### src/rtl/ex_commit_if.sv
// Execute-to-commit bundle: per-unit result pulses with back-pressure, plus the
// registered register-file write / retire port.
interface ex_commit_if #(
  parameter int XLEN = 64,
  parameter int RNW  = 6
);
  logic            alu_valid;
  logic [RNW-1:0]  alu_rn;
  logic [XLEN-1:0] alu_data;
  logic            alu_stall;

  logic            adv_valid;
  logic [RNW-1:0]  adv_rn;
  logic [RNW-1:0]  adv_rn2;
  logic [XLEN-1:0] adv_data;
  logic [XLEN-1:0] adv_data2;
  logic            adv_stall;

  logic            mem_valid;
  logic [RNW-1:0]  mem_rn;
  logic [XLEN-1:0] mem_data;
  logic            mem_stall;

  logic            rf_we;
  logic [RNW-1:0]  rf_wa;
  logic [XLEN-1:0] rf_wd;

  modport master (
    output alu_valid, alu_rn, alu_data,
    output adv_valid, adv_rn, adv_rn2, adv_data, adv_data2,
    output mem_valid, mem_rn, mem_data,
    input  alu_stall, adv_stall, mem_stall,
    input  rf_we, rf_wa, rf_wd
  );

  modport slave (
    input  alu_valid, alu_rn, alu_data,
    input  adv_valid, adv_rn, adv_rn2, adv_data, adv_data2,
    input  mem_valid, mem_rn, mem_data,
    output alu_stall, adv_stall, mem_stall,
    output rf_we, rf_wa, rf_wd
  );
endinterface

### src/rtl/ex_commit.sv
// Commit stage: buffers ALU/ADV/MEM result pulses in 2-entry FIFOs and
// round-robins them onto the single register-file write port.
module ex_commit #(
  parameter int XLEN = 64,
  parameter int RNW  = 6
) (
  input  logic     clk,
  input  logic     rst_n,
  ex_commit_if.slave bus
);
  localparam int         NSRC    = 3;
  localparam logic [1:0] SRC_ADV = 2'd1;

  typedef struct packed {
    logic [RNW-1:0]  rn;
    logic [RNW-1:0]  rn2;
    logic [XLEN-1:0] data;
    logic [XLEN-1:0] data2;
  } entry_t;

  typedef enum logic {PH_FIRST, PH_SECOND} phase_t;

  entry_t          fifo     [NSRC][2];
  logic [1:0]      count    [NSRC];
  entry_t          in_entry [NSRC];
  logic [NSRC-1:0] in_valid;
  logic [NSRC-1:0] nonempty;
  logic [NSRC-1:0] push_ok;
  logic [NSRC-1:0] pop;
  logic [NSRC-1:0] stall;
  logic [1:0]      rr;
  logic [1:0]      grant;
  logic [1:0]      cand1;
  logic [1:0]      cand2;
  logic            any_ready;
  phase_t          phase;
  entry_t          head;

  logic            rf_we_q;
  logic [RNW-1:0]  rf_wa_q;
  logic [XLEN-1:0] rf_wd_q;

  function automatic logic [1:0] next_src(input logic [1:0] s);
    return (s == 2'd2) ? 2'd0 : s + 2'd1;
  endfunction

  // NOTE: every always_comb output gets a default first so no path leaves it
  // unassigned, which would infer a latch.
  always_comb begin
    in_valid    = {bus.mem_valid, bus.adv_valid, bus.alu_valid};
    in_entry[0] = '{rn: bus.alu_rn, rn2: '0, data: bus.alu_data, data2: '0};
    in_entry[1] = '{rn: bus.adv_rn, rn2: bus.adv_rn2, data: bus.adv_data, data2: bus.adv_data2};
    in_entry[2] = '{rn: bus.mem_rn, rn2: '0, data: bus.mem_data, data2: '0};
    for (int i = 0; i < NSRC; i++) begin
      nonempty[i] = (count[i] != 2'd0);
      push_ok[i]  = in_valid[i] && (count[i] != 2'd2);
      stall[i]    = (count[i] == 2'd2) || ((count[i] == 2'd1) && in_valid[i]);
    end
  end

  // Round-robin from rr; the grant stays on ADV while its second half is due.
  always_comb begin
    cand1     = next_src(rr);
    cand2     = next_src(cand1);
    any_ready = |nonempty;
    grant     = cand2;
    if (phase == PH_SECOND)  grant = SRC_ADV;
    else if (nonempty[rr])   grant = rr;
    else if (nonempty[cand1]) grant = cand1;
    head = fifo[grant][0];
    pop  = '0;
    if (any_ready && (grant != SRC_ADV || phase == PH_SECOND)) pop[grant] = 1'b1;
  end

  always_ff @(posedge clk or negedge rst_n) begin
    if (!rst_n) begin
      rf_we_q <= 1'b0;
      rf_wa_q <= '0;
      rf_wd_q <= '0;
      rr      <= 2'd0;
      phase   <= PH_FIRST;
      for (int i = 0; i < NSRC; i++) count[i] <= 2'd0;
    end else begin
      for (int i = 0; i < NSRC; i++)
        count[i] <= count[i] + {1'b0, push_ok[i]} - {1'b0, pop[i]};
      if (any_ready) begin
        if (phase == PH_SECOND) begin
          rf_wa_q <= head.rn2;
          rf_wd_q <= head.data2;
          rf_we_q <= (head.rn2 != '0);
        end else begin
          rf_wa_q <= head.rn;
          rf_wd_q <= head.data;
          rf_we_q <= (head.rn != '0);
        end
        if (grant == SRC_ADV) phase <= (phase == PH_FIRST) ? PH_SECOND : PH_FIRST;
        if (pop[grant]) rr <= next_src(grant);
      end else begin
        rf_we_q <= 1'b0;
      end
    end
  end

  // NOTE: the FIFO payload is not reset; counts alone define validity, so
  // stale contents are never observed and the storage stays reset-free.
  always_ff @(posedge clk) begin
    for (int i = 0; i < NSRC; i++) begin
      if (pop[i]) begin
        if (count[i] == 2'd2)  fifo[i][0] <= fifo[i][1];
        else if (push_ok[i])   fifo[i][0] <= in_entry[i];
      end else if (push_ok[i]) begin
        if (count[i] == 2'd0)  fifo[i][0] <= in_entry[i];
        else                   fifo[i][1] <= in_entry[i];
      end
    end
  end

  assign bus.alu_stall = stall[0];
  assign bus.adv_stall = stall[1];
  assign bus.mem_stall = stall[2];
  assign bus.rf_we     = rf_we_q;
  assign bus.rf_wa     = rf_wa_q;
  assign bus.rf_wd     = rf_wd_q;
endmodule

### src/flat_wrapper.sv
// flat-port wrapper written by rule: the top's interface ports become plain ports
module ex_commit_flat 
#(
  parameter int XLEN = 64,
  parameter int RNW  = 6
)
  (clk, rst_n, bus_alu_valid, bus_alu_rn, bus_alu_data, bus_adv_valid, bus_adv_rn, bus_adv_rn2, bus_adv_data, bus_adv_data2, bus_mem_valid, bus_mem_rn, bus_mem_data, bus_alu_stall, bus_adv_stall, bus_mem_stall, bus_rf_we, bus_rf_wa, bus_rf_wd);
  ex_commit_if #(.XLEN(XLEN), .RNW(RNW)) bus_i ();
  input  logic clk;
  input  logic rst_n;
  input wire logic [$bits(bus_i.alu_valid)-1:0] bus_alu_valid;
  input wire logic [$bits(bus_i.alu_rn)-1:0] bus_alu_rn;
  input wire logic [$bits(bus_i.alu_data)-1:0] bus_alu_data;
  input wire logic [$bits(bus_i.adv_valid)-1:0] bus_adv_valid;
  input wire logic [$bits(bus_i.adv_rn)-1:0] bus_adv_rn;
  input wire logic [$bits(bus_i.adv_rn2)-1:0] bus_adv_rn2;
  input wire logic [$bits(bus_i.adv_data)-1:0] bus_adv_data;
  input wire logic [$bits(bus_i.adv_data2)-1:0] bus_adv_data2;
  input wire logic [$bits(bus_i.mem_valid)-1:0] bus_mem_valid;
  input wire logic [$bits(bus_i.mem_rn)-1:0] bus_mem_rn;
  input wire logic [$bits(bus_i.mem_data)-1:0] bus_mem_data;
  output wire logic [$bits(bus_i.alu_stall)-1:0] bus_alu_stall;
  output wire logic [$bits(bus_i.adv_stall)-1:0] bus_adv_stall;
  output wire logic [$bits(bus_i.mem_stall)-1:0] bus_mem_stall;
  output wire logic [$bits(bus_i.rf_we)-1:0] bus_rf_we;
  output wire logic [$bits(bus_i.rf_wa)-1:0] bus_rf_wa;
  output wire logic [$bits(bus_i.rf_wd)-1:0] bus_rf_wd;
  assign bus_i.alu_valid = bus_alu_valid;
  assign bus_i.alu_rn = bus_alu_rn;
  assign bus_i.alu_data = bus_alu_data;
  assign bus_i.adv_valid = bus_adv_valid;
  assign bus_i.adv_rn = bus_adv_rn;
  assign bus_i.adv_rn2 = bus_adv_rn2;
  assign bus_i.adv_data = bus_adv_data;
  assign bus_i.adv_data2 = bus_adv_data2;
  assign bus_i.mem_valid = bus_mem_valid;
  assign bus_i.mem_rn = bus_mem_rn;
  assign bus_i.mem_data = bus_mem_data;
  assign bus_alu_stall = bus_i.alu_stall;
  assign bus_adv_stall = bus_i.adv_stall;
  assign bus_mem_stall = bus_i.mem_stall;
  assign bus_rf_we = bus_i.rf_we;
  assign bus_rf_wa = bus_i.rf_wa;
  assign bus_rf_wd = bus_i.rf_wd;
  ex_commit #(.XLEN(XLEN), .RNW(RNW)) u_core (.clk(clk), .rst_n(rst_n), .bus(bus_i));
endmodule
### config.mk
export PLATFORM = sky130hd
export DESIGN_NAME = ex_commit_flat
export DESIGN_NICKNAME = d
export VERILOG_FILES = /design/src/rtl/ex_commit_if.sv /design/src/rtl/ex_commit.sv /design/src/flat_wrapper.sv
export SDC_FILE = /design/constraint.sdc
export NUM_CORES = 1
export LEC_CHECK = 0
export BUFFER_PORTS_ARGS = -buffer_cell sky130_fd_sc_hd__buf_2
export CORE_ASPECT_RATIO = 2
export CORE_MARGIN = 10
export CORE_UTILIZATION = 57
export DETAILED_ROUTE_END_ITERATION = 8
export GPL_TIMING_DRIVEN = 0
export PLACE_DENSITY = 0.79
export SLEW_MARGIN = 20
export SYNTH_ARGS = -nofsm -noshare
export SYNTH_HDL_FRONTEND = slang
export SYNTH_SLANG_ARGS = --single-unit
### constraint.sdc
create_clock -name clk -period 14.8 [get_ports clk]
set_clock_uncertainty 0.2 [all_clocks]
set_input_delay 0.74 -clock clk [delete_from_list [all_inputs] [get_ports clk]]
set_output_delay 0.74 -clock clk [all_outputs]
set_load 0.02 [all_outputs]
# Yosys cells after proc, flatten, opt, wreduce, memory -nomap -nowiden
# Memories as Yosys holds them, arrays and structs flattened.
# Index checks and enable logic that the tools add are counted.
[classes] reduce_logical=23 n_div=0 multipliers=0 shifts=0 muxes=71 n_bitwise=6 addsub=9 eq_ne=14 n_lt_le_gt_ge=4
[ops] op="140-bit two-way mux" count=6
[ops] op="64-bit two-way mux" count=1
[ops] op="1-bit two-way mux" count=52
[ops] op="2-bit equality test (second input constant)" count=6
[ops] op="2-bit two-way mux" count=6
[ops] op="6-bit nonzero test" count=2
[ops] op="2-bit by 3-bit < comparator with 1-bit output (second input constant)" count=3
[ops] op="2-bit by 1-bit equality test with 1-bit output (second input constant)" count=4
[ops] op="1-bit logical AND" count=8
[ops] op="2-bit by 1-bit adder with 2-bit output" count=3
[ops] op="2-bit by 1-bit adder with 2-bit output (second input constant)" count=3
[ops] op="1-bit binary-select mux with 2-bit select" count=3
[ops] op="2-bit logical NOT" count=3
[ops] op="6-bit two-way mux" count=1
[ops] op="2-bit inequality test (second input constant)" count=3
[ops] op="1-bit OR" count=6
[ops] op="2-bit nonzero test" count=3
[ops] op="2-bit by 1-bit subtractor with 2-bit output" count=3
[ops] op="1-bit logical OR" count=4
[ops] op="2-bit AND reduction" count=2
[ops] op="3-bit two-way mux" count=1
[ops] op="3-bit OR reduction" count=1
[ops] op="1-bit demux with 2-bit select" count=1
[ops] op="2-bit by 1-bit greater-or-equal comparator with 1-bit output (second input constant)" count=1
[ops] op="2-bit by 1-bit inequality test with 1-bit output (second input constant)" count=1
[word_totals] n_memories=1 word_cells=136 rom_bits=0 mem_bits_rw=840 latch_bits=0 ff_bits=80
[mem_list] name="u_core.fifo" words=3 word_bits=280 read_ports=4 rd_clocked_by_memory_dff=0 wr=3 line_no="ex_commit.sv:23" text="entry_t fifo [NSRC][2];"

# Logic depth before layout (Yosys ltp)
# Gate-level depths: netlist (run 1).
[depth] ltp_word=16 depth_mapped=13 mapped_depth_nobuf=9

# Worst setup path before layout (run 1)
# Ideal clock, no wire load.
[synth_timing] path_type="register to register" start="reg u_core.phase" end="mem u_core.fifo[1][140] (netlist bit) (enable)" path_buffers=3 slack_ns=2.704 path_stages_with_launch=6 synth_period_minus_slack_ns=12.096 t_arrival_ns=11.064 t_required_ns=13.767 path_cell_list="dfrtp_1 -> clkbuf_1 -> clkbuf_1 -> clkbuf_1 -> mux2i_1 -> o21ai_0"
[synth_lines] element="start, declared" line_no="ex_commit.sv:36" text="phase_t phase;"
[synth_lines] element="start signal, assigned" line_no="ex_commit.sv:96" text="if (grant == SRC_ADV) phase <= (phase == PH_FIRST) ? PH_SECOND : PH_FIRST;"
[synth_lines] element="end, declared" line_no="ex_commit.sv:23"

# Worst setup path in the final report (run 1)
[layout_timing] start="reg u_core.count[4] (netlist bit)" end="reg u_core.count[3] (netlist bit)"
[layout_between] elab_chain_len=12 word_cells_on_any_way=19
[layout_rtl] element="start, declared" line_no="ex_commit.sv:24" text="logic [1:0] count [NSRC];"
[layout_rtl] element="start signal, assigned by index" line_no="ex_commit.sv:85" text="count[i] <= count[i] + {1'b0, push_ok[i]} - {1'b0, pop[i]};"
[layout_rtl] element="2-bit nonzero test (*)" line_no="ex_commit.sv:55" text="nonempty[i] = (count[i] != 2'd0);"
[layout_rtl] element="1-bit binary-select mux with 2-bit select" line_no="ex_commit.sv:69" text="else if (nonempty[cand1]) grant = cand1;"
[layout_rtl] element="1-bit two-way mux (implied by the code)" line_no="ex_commit.sv:69"
[layout_rtl] element="2-bit two-way mux" line_no="ex_commit.sv:69"
[layout_rtl] element="2-bit two-way mux" line_no="ex_commit.sv:68" text="else if (nonempty[rr]) grant = rr;"
[layout_rtl] element="2-bit two-way mux" line_no="ex_commit.sv:67" text="if (phase == PH_SECOND) grant = SRC_ADV;"
[layout_rtl] element="2-bit by 3-bit < comparator with 1-bit output (implied by the code) or 2-bit by 1-bit greater-or-equal comparator with 1-bit output (tied branches)" line_no="ex_commit.sv:72" text="if (any_ready && (grant != SRC_ADV || phase == PH_SECOND)) pop[grant] = 1'b1;"
[layout_rtl] element="1-bit logical AND (implied by the code)" line_no="ex_commit.sv:72"
[layout_rtl] element="1-bit two-way mux (implied by the code)" line_no="ex_commit.sv:72"
[layout_rtl] element="1-bit demux with 2-bit select"
[layout_rtl] element="3-bit two-way mux (*)" line_no="ex_commit.sv:72"
[layout_rtl] element="2-bit by 1-bit subtractor with 2-bit output (*)" line_no="ex_commit.sv:85"
# Mark *: on every way between the ends. The rest lies on a longest branch, timed or not. The select of a mux whose other input is x is not followed.
# A chain may end at the register's enable or synchronous reset.

==> flow_summary.yaml, run 1 <==
clocking:
  cts_sinks: 640
  path_clk_slew_ns: 0.07
  cts_buffers: 53
  clk_path_buf_depth: 3
  post_cts_resized: 0
  cts_root_buffer: "clkbuf_16"
  cts_setup_buffers: 0
  clkLatencyLatePin_ns: 0.60
  ctsHtreeMaxLevel: 2
  cts_tree: "built"
worst_hold_path:
  hold_class: "primary input to flip-flop"
  hold_depth: 1
  hp-start: "bus_adv_data[8]"
  min_to: "u_core.fifo[1][72]"
final_layout:
  nNetsFinal: 2196
  syn_to_final_growth_pct: 19.7
  most-common-layout-cells: "edfxtp_1 (560), buf_2 (379), mux2_2 (210)"
  design_area_sq_um: 30800
  drive_gt1_share_pct: 41.4
  fin_util_pct: 68.7
  fillers: 3021
  final_common_cell: "edfxtp_1"
  stdcell_count: 2519
floorplan:
  io_pins: 359
  die-width_um: 170
  die_height_um: 321
  core-area_sq_um: 44900
  start_util_pct: 57.4
  rows: 110
  fp.dieArea_sq_um: 54600
critical_path:
  cp.required_ns: 15.08
  crit_path_start_kind: "flip-flop"
  r2r-start: "u_core.count[4]"
  r2r-end: "u_core.count[3]"
  r2r_slack_ns: 10.76
  worstRegToRegCells: 13
  critPathKind: "flip-flop to flip-flop"
  arrival_ns: 4.32
  crit_fanout: 10
  endpoint_kind: "flip-flop"
route:
  routedWlPerCell_um: 27.6
  ant_nets: 0
  via_count: 15100
  drt-initial-drc-count: 1182
  post-route-drc-count: 0
  firstDrtPassIters: 7
  drt_wl_total_um: 69400
  viasPerCell: 6.00
place:
  gp_congestion: 0.845
  io_buffers: 358
  dp.cells: 2410
  dp_hpwl_um: 51500
  placed_cell_area_sq_um: 29000
  post-place-ws_ns: 10.78
run_status:
  status: "completed"
sta:
  maxSlewHeadroom_pct: 40.1
  tightest_slew_ns: 0.899
  period_share_pct: 27.3
  holdWs_ns: 0.115
  rsz0062_at_grt: "no"
  final_hold_viol_count: 0
  finalWorstSetupSlack_ns: 10.76
  period_needed_ns: 4.04
  slew_viol_final: 0
  fmax_mhz: 247
  finalSetupViolations: 0
  fin_setup_tns_ns: 0
power_and_ir_drop:
  powerDensity_nw_per_um2: 243
  clock_power_share_pct: 19.6
  ir_drop_mv: 0.152
  p_total_mw: 7.48
  netSwitchingFraction_pct: 34.5
  p_leak_nw: 11.2
  net-switching-power_mw: 2.58
  p_int_mw: 4.91
  p_seq_share_pct: 41.2
  combinationalPowerShare_pct: 39.2
logic_synthesis:
  synth-edff-count: 560
  ys_ff_latch: 640
  syn_inst: 1465
  synth_ff_type: "edfxtp_1"
  syn_nets: 1755
  yosysTopAreaCell: "edfxtp_1"
  synth_top_area_share_pct: 65.3
  synth_area_sq_um: 25700
  synth.area.top_cells: "edfxtp_1 (65%), mux2_2 (9.2%), dfrtp_1 (7.8%)"
  async_flop_share_pct: 12.5
  yosysWarnings: 0
  syn_area_per_cell_sq_um: 17.6
  seq_area_frac_synth_pct: 73.1
  synth_cell_type_count: 49
grt:
  track_usage_pct: 25.2
  grt-ovfl-total: 0
  grt_pass1_wl_um: 102000
  grt_max_degree: 51
  grt_pass1_vias: 16400
  antenna_found_initial: 21
flow_run:
  maxCapViolations: 0
-- what timing repair did --
action | 4_1_cts | 5_1_grt
hold endpoints to repair | 30 | 0
endpoints found under the setup margin | 0 | 0
hold buffers | 1 | 0
-- metal layers --
layer | share of wire [%] | routed length (um) | vias to the layer above | global-route usage (%)
li1 | - | - | 6674 | -
met4 | 4.7 | 3240 | 24 | 12.5
met5 | 0.22 | 155 | - | 0
met2 | 53 | 37100 | 639 | 44.8
met3 | 6.5 | 4500 | 177 | 5.07
met1 | 35 | 24500 | 7591 | 28.0
-- worst max-delay path by stage --
stage / startpoint / to
after floorplan: u_core.phase / u_core.fifo[1][140]
after global placement: u_core.phase / u_core.fifo[1][156]
after detailed placement: u_core.count[4] / u_core.count[3]
after CTS: u_core.count[4] / u_core.count[3]
after global routing: u_core.count[4] / u_core.count[3]
final: u_core.count[4] / u_core.count[3]
-- final cells by class --
cell class	instances	area (sq um)	share of cell area [%]
Sequential cell	640	18800	61.1
Multi-Input combinational cell	719	6430	20.9
Timing Repair Buffer	386	2490	8.07
Clock buffer	66	1420	4.59
Tap cell	560	701	2.27
Buffer	98	527	1.71
Clock inverter	33	387	1.25
Inverter	8	30.0	0.0974
Antenna cell	9	22.5	0.0731
-- power by group through the flow --
stage | registers [mW] | clock network [mW] | logic [mW]
final | 3.08 | 1.47 | 2.93
after global routing | 3.13 | 1.55 | 3.14
after CTS | 3.08 | 1.49 | 2.96
after detailed placement | 3.11 | 0 | 2.95
after global placement | 3.36 | 0 | 2.61
after floorplan | 3.32 | 0 | 1.70
-- logic make-up (layout without fill, tap and decap cells) --
family          count (synthesis)  after routing  synth area share (%)
simple gates                  120            120                  1.92
compound gates                304            304                  8.95
other cells                     0              9                     0
fa+ha+maj                       5              5                 0.243
flops                         640            640                  73.1
xor+xnor                        7              7                 0.238
buf+inv                       106            591                  2.16
mux                           283            283                  13.4
-- worst max-delay path, cell delays in order (launching register included) --
cell and delay [ns]:
dfrtp_1 0.36, clkbuf_1 0.21, nor2_1 0.16, and3_1 0.15, clkbuf_1 0.47, buf_2 0.53, clkbuf_1 0.45, clkbuf_1 0.50
nor2_1 0.09, ha_1 0.29, inv_1 0.05, ha_1 0.19, xnor2_1 0.14, xnor2_1 0.12
-- synthesized netlist by cell type (2+ instances only) --
cell type,count
o21bai_1,65
and3_1,2
a21o_1,3
o211a_1,3
ha_1,5
mux2_4,70
nor2_1,20
nand2b_1,2
dfrtp_1,80
o21ai_0,35
a2111oi_2,2
a22oi_1,2
buf_6,15
a21oi_1,4
a32o_1,65
a211oi_1,66
buf_4,5
nor3_1,3
mux2i_1,3
clkbuf_1,49
edfxtp_1,560
a31oi_1,2
o31ai_1,2
buf_1,7
nor2b_1,2
a221oi_2,2
a31o_1,2
inv_1,7
mux2_2,210
xnor2_1,7
buf_2,22
o21ai_1,41
and2_1,4
nand2_1,80
nand3_1,4
-- state kept, by name, indices dropped and copies added, names as in the netlist --
register / count
u_core.bus.rf_we: 1
u_core.rr: 2
u_core.count: 6
u_core.bus.rf_wd: 64
u_core.phase: 1
u_core.fifo: 560
u_core.bus.rf_wa: 6
(Power assumes the default switching activity.)
==> inputs of run 2 (changes only) <==
- ABC_AREA: default -> 1
- CORE_UTILIZATION: 57 -> 52
- PLACE_DENSITY: 0.79 -> 0.76
- clock period: 14.8 -> 3.63 ns (I/O delays scaled with it)
==> run 2 against run 1 <==
Sequential cell count stayed put. Synthesized cell count rose by 53%. Via count grew 37%. Non-clock buffer count is 325 higher. Synthesized area increased by 0.33%. Register-to-register slack worse by 11 ns. Critical endpoint is now u_core.fifo[1][143]. Largest cell class unchanged. Highest routed layer unchanged.
==> flow_summary.yaml, run 2 <==
run_status:
  status: "completed"
clocking:
  clk_path_buf_depth: 3
  path_clk_slew_ns: 0.07
  ctsHtreeMaxLevel: 2
  cts_root_buffer: "clkbuf_16"
  clkLatencyLatePin_ns: 0.63
  cts_buffers: 54
  cts_tree: "built"
  cts_sinks: 640
floorplan:
  rows: 115
  die_height_um: 335
  io_pins: 359
  core-area_sq_um: 49200
  start_util_pct: 52.5
  fp.dieArea_sq_um: 59500
  die-width_um: 178
power_and_ir_drop:
  p_leak_nw: 14.0
  netSwitchingFraction_pct: 41.5
  powerDensity_nw_per_um2: 1020
  p_seq_share_pct: 40.1
  p_total_mw: 34.4
  combinationalPowerShare_pct: 43.3
  clock_power_share_pct: 16.6
  net-switching-power_mw: 14.3
  p_int_mw: 20.1
  ir_drop_mv: 0.649
place:
  dp.cells: 3258
  dp_hpwl_um: 57300
  gp_congestion: 0.900
  io_buffers: 358
sta:
  rsz0062_at_grt: "no"
  final_hold_viol_count: 0
  slew_viol_final: 0
  tightest_slew_ns: 1.17
  period_share_pct: 97.0
  finalSetupViolations: 0
  holdWs_ns: 0.0866
  fmax_mhz: 284
  period_needed_ns: 3.52
  maxSlewHeadroom_pct: 22.0
route:
  routedWlPerCell_um: 23.2
  viasPerCell: 5.63
  via_count: 20700
  post-route-drc-count: 0
  ant_nets: 0
  drt-initial-drc-count: 2004
  firstDrtPassIters: 6
  drt_wl_total_um: 85300
logic_synthesis:
  synth-simple-area-share_pct: 20.3
  synth_xor_area_share_pct: 0.170
  synth_compound_area_share_pct: 3.50
  synth_area_sq_um: 25800
  yosysTopAreaCell: "edfxtp_1"
  yosysWarnings: 0
  synth_top_family_by_area: "simple AND/OR/NAND/NOR gates"
  synth.area.top_cells: "edfxtp_1 (65%), nand2_1 (13%), dfrtp_1 (7.8%)"
  synth_commonest_cells: "nand2_1 (873), edfxtp_1 (560), nand3_1 (364), dfrtp_1 (80), clkbuf_1 (74)"
  syn_inst: 2237
  synthAdderAreaFrac_pct: 0.242
  synth_cell_type_count: 26
  ys_ff_latch: 640
  syn_nets: 2527
  async_flop_share_pct: 12.5
  seq_area_frac_synth_pct: 72.9
  synth_mux_area_share_pct: 0
  synth_ff_type: "edfxtp_1"
  synth_top_area_share_pct: 65.1
  post-synth-top-count-cell: "nand2_1"
  syn_area_per_cell_sq_um: 11.5
  synth-edff-count: 560
grt:
  grt_max_degree: 64
  track_usage_pct: 28.3
  grt-ovfl-total: 0
  antenna_found_initial: 25
  grt_pass1_vias: 21700
  grt_pass1_wl_um: 127000
critical_path:
  crit_fanout: 17
  critPathKind: "flip-flop to flip-flop"
  crit_chain: "inv_2, nand2_1, nand3_1, nand3_2, nand2_2, a21oi_2, nand2_2, nand2_8, nand2_4, buf_12, buf_2, o21ai_4, buf_16, buf_16, buf_8"
  arrival_ns: 3.63
  cpMaxStageDelayCell: "dfrtp_2"
  slowest_delay_ns: 0.43
  crit_path_start_kind: "flip-flop"
  cp_num_buf_inv: 6
  cp.required_ns: 3.74
  critical_path.top_delay_family: "simple AND/OR/NAND/NOR gates"
  endpoint_kind: "flip-flop"
final_layout:
  largest_reg_flops: 560
  top_register: "u_core.fifo"
  syn_to_final_growth_pct: 30.8
  nNetsFinal: 3254
  final_common_cell: "nand2_1"
  most-common-layout-cells: "nand2_1 (866), edfxtp_1 (560), buf_2 (406)"
  drive_gt1_share_pct: 18.9
  stdcell_count: 3675
flow_run:
  maxCapViolations: 0
worst_hold_path:
  hold_class: "primary input to flip-flop"
-- run 2: repair_timing --
item | CTS | global route
hold buffers | 285 | 0
resized for setup | 13 | 4
gates cloned | 2 | 0
pin swaps | 2 | 0
endpoints found under the hold margin | 666 | 0
buffers inserted | 4 | 2
endpoints found under the setup margin | 411 | 190
-- run 2: cell type report --
cell class,count,area (sq um)
Antenna cell,23,57.6
Buffer,140,659
Clock buffer,71,1470
Clock inverter,30,218
Fill cell,3403,15400
Inverter,31,121
Multi-Input combinational cell,1428,6410
Sequential cell,640,18800
Tap cell,643,805
Timing Repair Buffer,669,5230
-- run 2: cells by family after synthesis --
kind of cell,Yosys count
AO/OA/AOI/OAI,147
XOR/XNOR,5
adder cells (fa/ha/maj),5
buffers and inverters,171
flip-flops,640
AND/OR/NAND/NOR,1269
-- run 2: worst register-to-register path, stage by stage, from the launching register on --
cell,delay (ns)
dfrtp_2,0.43
inv_2,0.06
nand2_1,0.19
nand3_1,0.17
nand3_2,0.15
nand2_2,0.13
a21oi_2,0.20
nand2_2,0.17
nand2_8,0.18
nand2_4,0.18
buf_12,0.26
buf_2,0.21
o21ai_4,0.15
buf_16,0.20
buf_16,0.17
buf_8,0.18
-- run 2: power by group through the flow --
stage / registers [mW] / logic, mW / clock network (mW)
global route: 14.0 / 16.2 / 6.00
global placement: 14.1 / 12.6 / 0
finish: 13.8 / 14.9 / 5.70
detailed placement: 13.8 / 14.1 / 0
CTS: 13.7 / 14.7 / 5.69
floorplan: 14.2 / 7.92 / 0
-- run 2: routing by layer --
layer	global-route usage [%]	wire length, um	vias up	part of all wire, %
li1	-	-	9278	-
met1	31.9	29400	9941	34
met2	50.0	44400	1228	52
met3	5.09	6840	253	8.0
met4	14.3	4640	8	5.4
met5	0	48	-	0.056
-- run 2: through the flow --
step | setup WS [ns] | cell area [sq um] | utilization, % | TNS [ns]
floorplan | -0.468 | 25900 | - | -129.06
global placement | -2.61 | 28500 | 57.9 | -1082.38
detailed placement | -0.870 | 29000 | 59.0 | -146.07
CTS | 0.000776 | 33700 | 68.5 | 0
global route | 0.00953 | 33800 | 68.6 | 0
finish | 0.108 | 33800 | 68.7 | 0
-- run 2: path summary, 6_finish.rpt --
| kind | slack (ns) | to | from | depth (start not counted) |
|---|---|---|---|---|
| setup / recovery | 0.11 | u_core.fifo[1][143] | u_core.count[0] | 15 |
| hold / removal | 0.09 | u_core.fifo[1][10] | bus_adv_valid | 3 |
| setup reg to reg | 0.11 | u_core.fifo[1][143] | u_core.count[0] | 15 |
| hold reg to reg | 0.28 | u_core.bus.rf_wd[11] | u_core.bus.rf_wd[11] | 2 |
| max in group asynchronous | 1.49 | u_core.bus.rf_wd[11] | rst_n | 4 |
| min in group asynchronous | 0.44 | u_core.bus.rf_wd[55] | rst_n | 4 |
